==> config.mk <==
export PLATFORM = sky130hd
export DESIGN_NAME = data_island_scheduler
export DESIGN_NICKNAME = d
export VERILOG_FILES = /design/src/rtl/data_island_scheduler.sv
export SDC_FILE = /design/constraint.sdc
export NUM_CORES = 1
export LEC_CHECK = 0
export BUFFER_PORTS_ARGS = -buffer_cell sky130_fd_sc_hd__buf_2
export CORE_ASPECT_RATIO = 0.6
export CORE_MARGIN = 10
export CORE_UTILIZATION = 25
export CTS_CLUSTER_SIZE = 14
export DETAILED_ROUTE_END_ITERATION = 8
export PLACE_DENSITY = 0.4
export SYNTH_ARGS = -nofsm -noshare
export SYNTH_HDL_FRONTEND = slang
export SYNTH_SLANG_ARGS = --single-unit
==> constraint.sdc <==
create_clock -name clk_pixel -period 8 [get_ports clk_pixel]
set_clock_uncertainty 0.15 [all_clocks]
set_input_delay 0.8 -clock clk_pixel [delete_from_list [all_inputs] [get_ports clk_pixel]]
set_output_delay 0.8 -clock clk_pixel [all_outputs]
set_load 0.03 [all_outputs]
==> src/rtl/data_island_scheduler.sv <==
// Data-island scheduler: sequences a blanking interval into preamble, guard bands and 32-pixel
// packets, arbitrating requesters with fixed priority for index 0 and round-robin for the rest.
module data_island_scheduler #(
    parameter int NUM_REQ     = 4,
    parameter int MAX_PACKETS = 18,
    parameter int CTRL_TAIL   = 12,
    parameter int CTRL_LEAD   = 4
) (
    input  logic                       clk_pixel,
    input  logic                       reset_n,
    input  logic                       blank_start,
    input  logic [11:0]                blank_length,
    input  logic [NUM_REQ-1:0]         req,
    output logic [NUM_REQ-1:0]         grant,
    output logic [$clog2(NUM_REQ)-1:0] packet_sel,
    output logic                       packet_enable,
    output logic [4:0]                 packet_pixel_counter,
    output logic [2:0]                 mode,
    output logic                       overrun
);
    localparam int IDX_W = $clog2(NUM_REQ);
    localparam int PKT_W = $clog2(MAX_PACKETS + 1);

    // Budgets: opening needs preamble+guard+packet+guard (44), continuing needs packet+guard (34).
    localparam logic [11:0]      OPEN_MIN  = 12'(44 + CTRL_TAIL);
    localparam logic [11:0]      NEXT_MIN  = 12'(34 + CTRL_TAIL);
    localparam logic [PKT_W-1:0] PKT_MAX   = PKT_W'(MAX_PACKETS);
    localparam logic [7:0]       LEAD_LOAD = 8'(CTRL_LEAD - 1);
    localparam logic [IDX_W-1:0] LAST_IDX  = IDX_W'(NUM_REQ - 1);

    localparam logic [2:0] MODE_CTRL   = 3'd0;
    localparam logic [2:0] MODE_PRE    = 3'd1;
    localparam logic [2:0] MODE_LGUARD = 3'd2;
    localparam logic [2:0] MODE_DATA   = 3'd3;
    localparam logic [2:0] MODE_TGUARD = 3'd4;

    typedef enum logic [2:0] {
        IDLE,
        CTRL_WAIT,
        PREAMBLE,
        LEAD_GUARD,
        PACKET,
        TRAIL_GUARD,
        DONE
    } state_t;

    state_t           state;
    logic [11:0]      rem;
    logic [7:0]       cnt;
    logic [PKT_W-1:0] packets_in_island;
    logic [IDX_W-1:0] rr_ptr;

    logic             win_valid;
    logic [IDX_W-1:0] win_idx;
    logic [NUM_REQ-1:0] win_onehot;
    logic [IDX_W-1:0] rr_next;
    logic             any_req;
    logic             in_island;
    logic             more_packets;
    logic             start_pkt;

    // Index 0 wins outright; otherwise scan 1..NUM_REQ-1 starting at the round-robin pointer.
    always_comb begin
        int cand;
        win_valid = 1'b0;
        win_idx   = '0;
        cand      = 0;
        if (req[0]) begin
            win_valid = 1'b1;
        end else begin
            for (int k = 0; k < NUM_REQ - 1; k++) begin
                cand = int'(rr_ptr) + k;
                if (cand >= NUM_REQ) cand = cand - (NUM_REQ - 1);
                if (!win_valid && req[IDX_W'(cand)]) begin
                    win_valid = 1'b1;
                    win_idx   = IDX_W'(cand);
                end
            end
        end
    end

    assign win_onehot   = win_valid ? (NUM_REQ'(1) << win_idx) : '0;
    assign rr_next      = (win_idx == LAST_IDX) ? IDX_W'(1) : IDX_W'(win_idx + 1'b1);
    assign any_req      = |req;
    assign in_island    = state inside {PREAMBLE, LEAD_GUARD, PACKET, TRAIL_GUARD};
    assign more_packets = any_req && (packets_in_island < PKT_MAX) && (rem >= NEXT_MIN);
    assign start_pkt    = ((state == LEAD_GUARD) && (cnt == 8'd0)) ||
                          ((state == PACKET) && (packet_pixel_counter == 5'd31) && more_packets);

    always_ff @(posedge clk_pixel) begin
        if (!reset_n) begin
            state                <= IDLE;
            rem                  <= '0;
            cnt                  <= '0;
            packets_in_island    <= '0;
            rr_ptr               <= IDX_W'(1);
            grant                <= '0;
            packet_sel           <= '0;
            packet_enable        <= 1'b0;
            packet_pixel_counter <= '0;
            mode                 <= MODE_CTRL;
            overrun              <= 1'b0;
        end else begin
            grant         <= '0;
            packet_enable <= 1'b0;

            if (blank_start && in_island) overrun <= 1'b1;

            // rem tracks pixels left after the current cycle; the blank_start cycle itself is cycle 0.
            if (blank_start && !in_island)
                rem <= (blank_length >= 12'd2) ? blank_length - 12'd2 : 12'd0;
            else if (rem != 12'd0)
                rem <= rem - 12'd1;

            case (state)
                IDLE, DONE: begin
                    if (blank_start) begin
                        state <= CTRL_WAIT;
                        cnt   <= LEAD_LOAD;
                    end
                end
                CTRL_WAIT: begin
                    if (blank_start) begin
                        cnt <= LEAD_LOAD;
                    end else if (cnt != 8'd0) begin
                        cnt <= cnt - 8'd1;
                    end else if (any_req && (rem >= OPEN_MIN)) begin
                        state             <= PREAMBLE;
                        cnt               <= 8'd7;
                        mode              <= MODE_PRE;
                        packets_in_island <= '0;
                    end else begin
                        state <= DONE;
                    end
                end
                PREAMBLE: begin
                    if (cnt != 8'd0) begin
                        cnt <= cnt - 8'd1;
                    end else begin
                        state <= LEAD_GUARD;
                        cnt   <= 8'd1;
                        mode  <= MODE_LGUARD;
                    end
                end
                LEAD_GUARD: begin
                    if (cnt != 8'd0) cnt <= cnt - 8'd1;
                end
                PACKET: begin
                    if (packet_pixel_counter != 5'd31) begin
                        packet_pixel_counter <= packet_pixel_counter + 5'd1;
                    end else if (!more_packets) begin
                        state                <= TRAIL_GUARD;
                        cnt                  <= 8'd1;
                        mode                 <= MODE_TGUARD;
                        packet_pixel_counter <= '0;
                    end
                end
                TRAIL_GUARD: begin
                    if (cnt != 8'd0) begin
                        cnt <= cnt - 8'd1;
                    end else begin
                        state <= DONE;
                        mode  <= MODE_CTRL;
                    end
                end
                default: begin
                    state <= IDLE;
                    mode  <= MODE_CTRL;
                end
            endcase

            // A withdrawn request still yields a packet slot so an opened island is never empty.
            if (start_pkt) begin
                state                <= PACKET;
                mode                 <= MODE_DATA;
                packet_pixel_counter <= '0;
                packet_enable        <= 1'b1;
                grant                <= win_onehot;
                packets_in_island    <= packets_in_island + 1'b1;
                if (win_valid) packet_sel <= win_idx;
                if (win_valid && (win_idx != '0)) rr_ptr <= rr_next;
            end
        end
    end

endmodule

**Word level (Yosys, flattened, before mapping)**

Cells that the tools add are included.

- Flip-flop bits (word level): 46

- Add/sub/neg operators: 11
- Magnitude comparators: 10
- Eq/ne operators: 32
- Shifts and indexed selects: 1
- Mux-type cells: 65
- Bitwise gates (word level): 3
- Reductions and logical operators: 40

Operators by type and width:

| cell | count |
|---|---|
| two-way mux 8 bit | 8 |
| two-way mux 3 bit | 16 |
| one-hot mux 8 bit (5 select lines) | 1 |
| two-way mux 12 bit | 3 |
| two-way mux 5 bit | 7 |
| AND reduction 8 bit | 4 |
| >= comparator 12 x 6 -> 1 bit, second input constant | 2 |
| two-way mux 2 bit | 12 |
| inequality test 3 bit, second input constant | 8 |
| inequality test 2 bit, second input constant | 10 |
| one-hot mux 3 bit (6 select lines) | 1 |
| one-hot mux 3 bit (5 select lines) | 1 |
| two-way mux 1 bit | 13 |
| >= comparator 12 x 2 -> 1 bit, second input constant | 1 |
| < comparator 2 x 4 -> 1 bit, second input constant | 3 |
| nonzero test 12 bit | 1 |
| subtractor 12 x 1 -> 12 bit, second input constant | 1 |
| subtractor 12 x 2 -> 12 bit, second input constant | 1 |
| logical AND 1 bit | 11 |
| adder 5 x 1 -> 5 bit, second input constant | 2 |
| == test 3 bit, second input constant | 3 |
| logical NOT 8 bit | 1 |
| inequality test 2 x 1 -> 1 bit, second input constant | 4 |
| nonzero test 2 bit | 4 |
| other kinds (30) | 44 |

**Depth between registers and ports, before layout**

- Depth in word-level cells: 19
- Mapped depth: 10
- Depth with buffers taken out: 10

**Worst setup path after synthesis**

Ideal clock, no wire load.

- Kind: input -> register
- Start: in req[2]
- End: reg rr_ptr[0]
- Library setup time: 0.121 ns
- Data arrival time: 2.626 ns
- Data required time: 7.729 ns
- Slack: 5.103 ns
- Stages on the path: 7
- Buffers on the path: 1
- Path through: clkbuf_1 -> mux4_2 -> nor3_1 -> o211ai_1 -> ha_1 -> a211oi_1 -> mux2_2

- Longest elaborated chain between the ends: 16
- Elaborated cells between the ends (all ways): 34
- Classes of those cells: add/sub (1); eq/ne (1); mux (20); reduce/logical (12)

RTL lines:

| item | RTL line | source |
|---|---|---|
| start: declaration | 13 | `input logic [NUM_REQ-1:0] req,` |
| branches (longest 16 deep; another with binary-select mux 1 bit (select 2 bit)) | -- |  |
| end signal: assignment | 181 | `if (win_valid && (win_idx != '0)) rr_ptr <= rr_next;` |
| end: declaration | 51 | `logic [IDX_W-1:0] rr_ptr;` |

Parallel ways; which one is timed is not known. The select of a mux whose other input is x is not followed.
A chain may end at the register's enable or synchronous reset.

**Worst setup path after layout**

- Start: reg state[2]
- End: reg rem[1]

- Longest elaborated chain between the ends: 5
- Elaborated cells between the ends (all ways): 9
- Classes of those cells: eq/ne (4); mux (1); reduce/logical (4)

RTL lines:

| item | RTL line | source |
|---|---|---|
| start: declaration | 47 | `state_t state;` |
| start signal: assignment | 92 | `state <= IDLE;` |
| start signal: assignment | 118 | `state <= CTRL_WAIT;` |
| start signal: assignment | 128 | `state <= PREAMBLE;` |
| == test 3 x 2 -> 1 bit or == test 3 bit (tied branches) | 85 | `assign in_island = state inside {PREAMBLE, LEAD_GUARD, PACKET, TRAIL_GUARD};` |
| nonzero test 4 bit (*) | 85 |  |
| logical NOT 1 bit (*) | 110 | `if (blank_start && !in_island)` |
| logical AND 1 bit (*) | 110 |  |
| two-way mux 12 bit or nonzero test 2 bit (tied branches) | -- |  |
| end signal: assignment | 111 | `rem <= (blank_length >= 12'd2) ? blank_length - 12'd2 : 12'd0;` |
| end signal: assignment | 113 | `rem <= rem - 12'd1;` |
| end: declaration | 48 | `logic [11:0] rem;` |

Mark *: on every way between the ends. The rest lies on a longest branch, timed or not.

==> results.json <==
{
  "postRouteWirelength_um": 9034,
  "clk_pin_slew_ns": 0.07,
  "period_share": 0.3656,
  "p_leak_nw": 1.401,
  "die_width_um": 163.3,
  "cts-resized-gates": 0,
  "numPortBuffers": 34,
  "rows": 31,
  "grt_pass1_vias": 2689,
  "r2r-end": "rem[1]",
  "grt_max_degree": 31,
  "start_util": 0.2553,
  "hold_depth": 2,
  "timing.slew.headroom": 0.4318,
  "post-dp-hpwl_um": 6739,
  "area_delta_synth_final_pct": 14.55,
  "ys_seq_area_frac": 0.2991,
  "grt_usage": 0.1029,
  "diodes": 0,
  "post_cts_buffers": 0,
  "clock.fmax_mhz": 341.9,
  "r2r_start": "state[2]",
  "ir_drop_v": 0.0001078,
  "cp.required_ns": 8.06,
  "tns_ns": 0,
  "hold_ws_ns": 0.3237,
  "synth_nets": 411,
  "gr-total-overflow": 0,
  "cts_max_level": 2,
  "crit_path_end": "rem[1]",
  "drc": 0,
  "layout.nets": 433,
  "final_cell_mix": "46 x dfxtp_1, 34 x buf_2, 32 x nand2_1",
  "layout_commonest_cell": "dfxtp_1",
  "drv_cap": 0,
  "hp-class": "reg2reg",
  "yosys_warnings": 0,
  "period_needed_ns": 2.925,
  "setup_violations": 0,
  "synth_edf_count": 0,
  "cts_tree": "built",
  "ys_seq_elements": 46,
  "cts_buffers": 5,
  "drive_gt1_frac": 0.1485,
  "ff2ff_path_depth": 5,
  "cts.sinks": 46,
  "crit_start": "state[2]",
  "grt_pass1_wl_um": 14510,
  "clk_latency_ns": 0.29,
  "antenna_found_initial": 0,
  "synth_cell_types": 63,
  "path_class": "reg2reg",
  "powerDensity_nw_per_um2": 354.8,
  "rsz0062_at_grt": "false",
  "core_area_um2": 12060,
  "clock_path_buffers": 2,
  "yosysTopAreaCell": "dfxtp_1",
  "ioPinCount": 35,
  "startpoint_type": "flip-flop",
  "cp_max_fo": 20,
  "synth_ff_type": "dfxtp_1",
  "final_max_slew_viol_count": 0,
  "synthesis.area_um2": 3079,
  "netlist_instances": 381,
  "syn_area_per_cell_um2": 8.082,
  "die_h_um": 106.0,
  "wl_per_cell_um": 15.88,
  "end_kind": "flip-flop",
  "vias_per_cell": 5.121,
  "critPathArrivalTime_ns": 2.98,
  "yosys.area.top_type_share": 0.2991,
  "detail-route-antenna-nets": 0,
  "tightest_slew_ns": 0.8523,
  "cts-root-buf": "clkbuf_16",
  "gp_congestion": 0.8716,
  "dieArea_um2": 17300,
  "drt_first_pass_iters": 4,
  "reg2reg_slack_ns": 5.08,
  "cts_hold_buf": 0,
  "drt_iter0_markers": 258,
  "status": "complete, no violations",
  "vias": 2914,
  "synth_area_leaders": "dfxtp_1 30%, ha_1 4.5%, nand2_1 3.9%, nor2_1 3.7%, mux2i_1 3.3%",
  "hold_viol": 0,
  "async_flop_share": 0
}
[Yosys cell counts, types with 3 or more instances]
library cell / instances
nand2b_1: 11
or3_1: 6
nor3_1: 15
inv_1: 17
nor3b_1: 4
or4_1: 4
nor2_1: 30
or2_2: 5
buf_2: 3
nor4_1: 7
xnor2_1: 7
o21a_1: 4
a311oi_1: 3
nand4_1: 8
xor2_1: 9
mux2i_1: 10
o21bai_1: 3
nor4b_1: 5
o211ai_1: 4
o21ai_0: 14
o31a_1: 3
nand2_1: 32
a211oi_1: 7
ha_1: 11
nand3_1: 15
a21oi_1: 18
a31oi_1: 6
o31ai_1: 4
a22oi_1: 9
nor2b_1: 4
clkbuf_1: 15
dfxtp_1: 46
and3_1: 4
[layer usage]
metal / vias to the layer above / wire (um) / track usage
li1: 1474 / - / -
met1: 1388 / 5346 / 0.1647
met2: 48 / 3266 / 0.1270
met3: 4 / 358 / 0.02658
met4: 0 / 63 / 0.02500
met5: - / 0 / 0
[cell type report]
type | count | area [um^2]
Clock buffer | 5 | 125.1
Tap cell | 165 | 206.4
Inverter | 17 | 63.81
Multi-Input combinational cell | 299 | 2016
Timing Repair Buffer | 34 | 170.2
Sequential cell | 46 | 920.9
Fill cell | 1298 | 8536
Clock inverter | 3 | 25.02
[stage by stage]
stage	setup WS (ns)	std cells	utilization	instance area, um^2	power [mW]
after floorplan	5.103	381	-	3079	0.8633
after global placement	4.989	561	0.2800	3377	1.028
after detailed placement	4.952	561	0.2800	3377	1.028
after CTS	5.043	569	0.2924	3527	1.256
after global routing	4.699	569	0.2924	3527	1.355
final	5.075	569	0.2924	3527	1.251
[critical path, cell delays in order, from the launching register on]
cell	delay, ns
dfxtp_1	0.72
nand2b_1	0.26
nand3_1	0.44
a21oi_1	0.84
a21oi_1	0.17
a211oi_1	0.25
[state kept, by name, indices dropped and copies added, names as in the netlist]
| register | count |
|---|---|
| grant | 4 |
| mode | 3 |
| overrun | 1 |
| packet_pixel_counter | 5 |
| rem | 12 |
| state | 3 |
| rr_ptr | 2 |
| packet_enable | 1 |
| packet_sel | 2 |
| cnt | 8 |
| packets_in_island | 5 |
[cell families after synthesis]
kind of cell	Yosys count	share of synthesized area
compound gates	96	0.2239
xor+xnor	16	0.04551
fa+ha+maj	11	0.04470
buf+inv	36	0.04632
flops	46	0.2991
mux	13	0.05079
simple gates	163	0.2897
[power breakdown]
part / internal [mW] / switching (mW) / total, mW / leakage, nW
clock: 0.118 / 0.102 / 0.219 / 0.0704
sequential: 0.286 / 0.0954 / 0.382 / 0.375
combinational: 0.251 / 0.399 / 0.650 / 0.956
total: 0.655 / 0.596 / 1.25 / 1.40
[how the worst min path moves through the flow]
stage / from / end / slack [ns]
floorplan: packets_in_island[4] / packets_in_island[4] / 0.29
global placement: overrun / overrun / 0.30
detailed placement: packet_sel[0] / packet_sel[0] / 0.30
CTS: packet_sel[0] / packet_sel[0] / 0.32
global route: packets_in_island[3] / packets_in_island[3] / 0.36
finish: packet_sel[0] / packet_sel[0] / 0.32
Note: power is estimated with default switching activity, not from simulation.
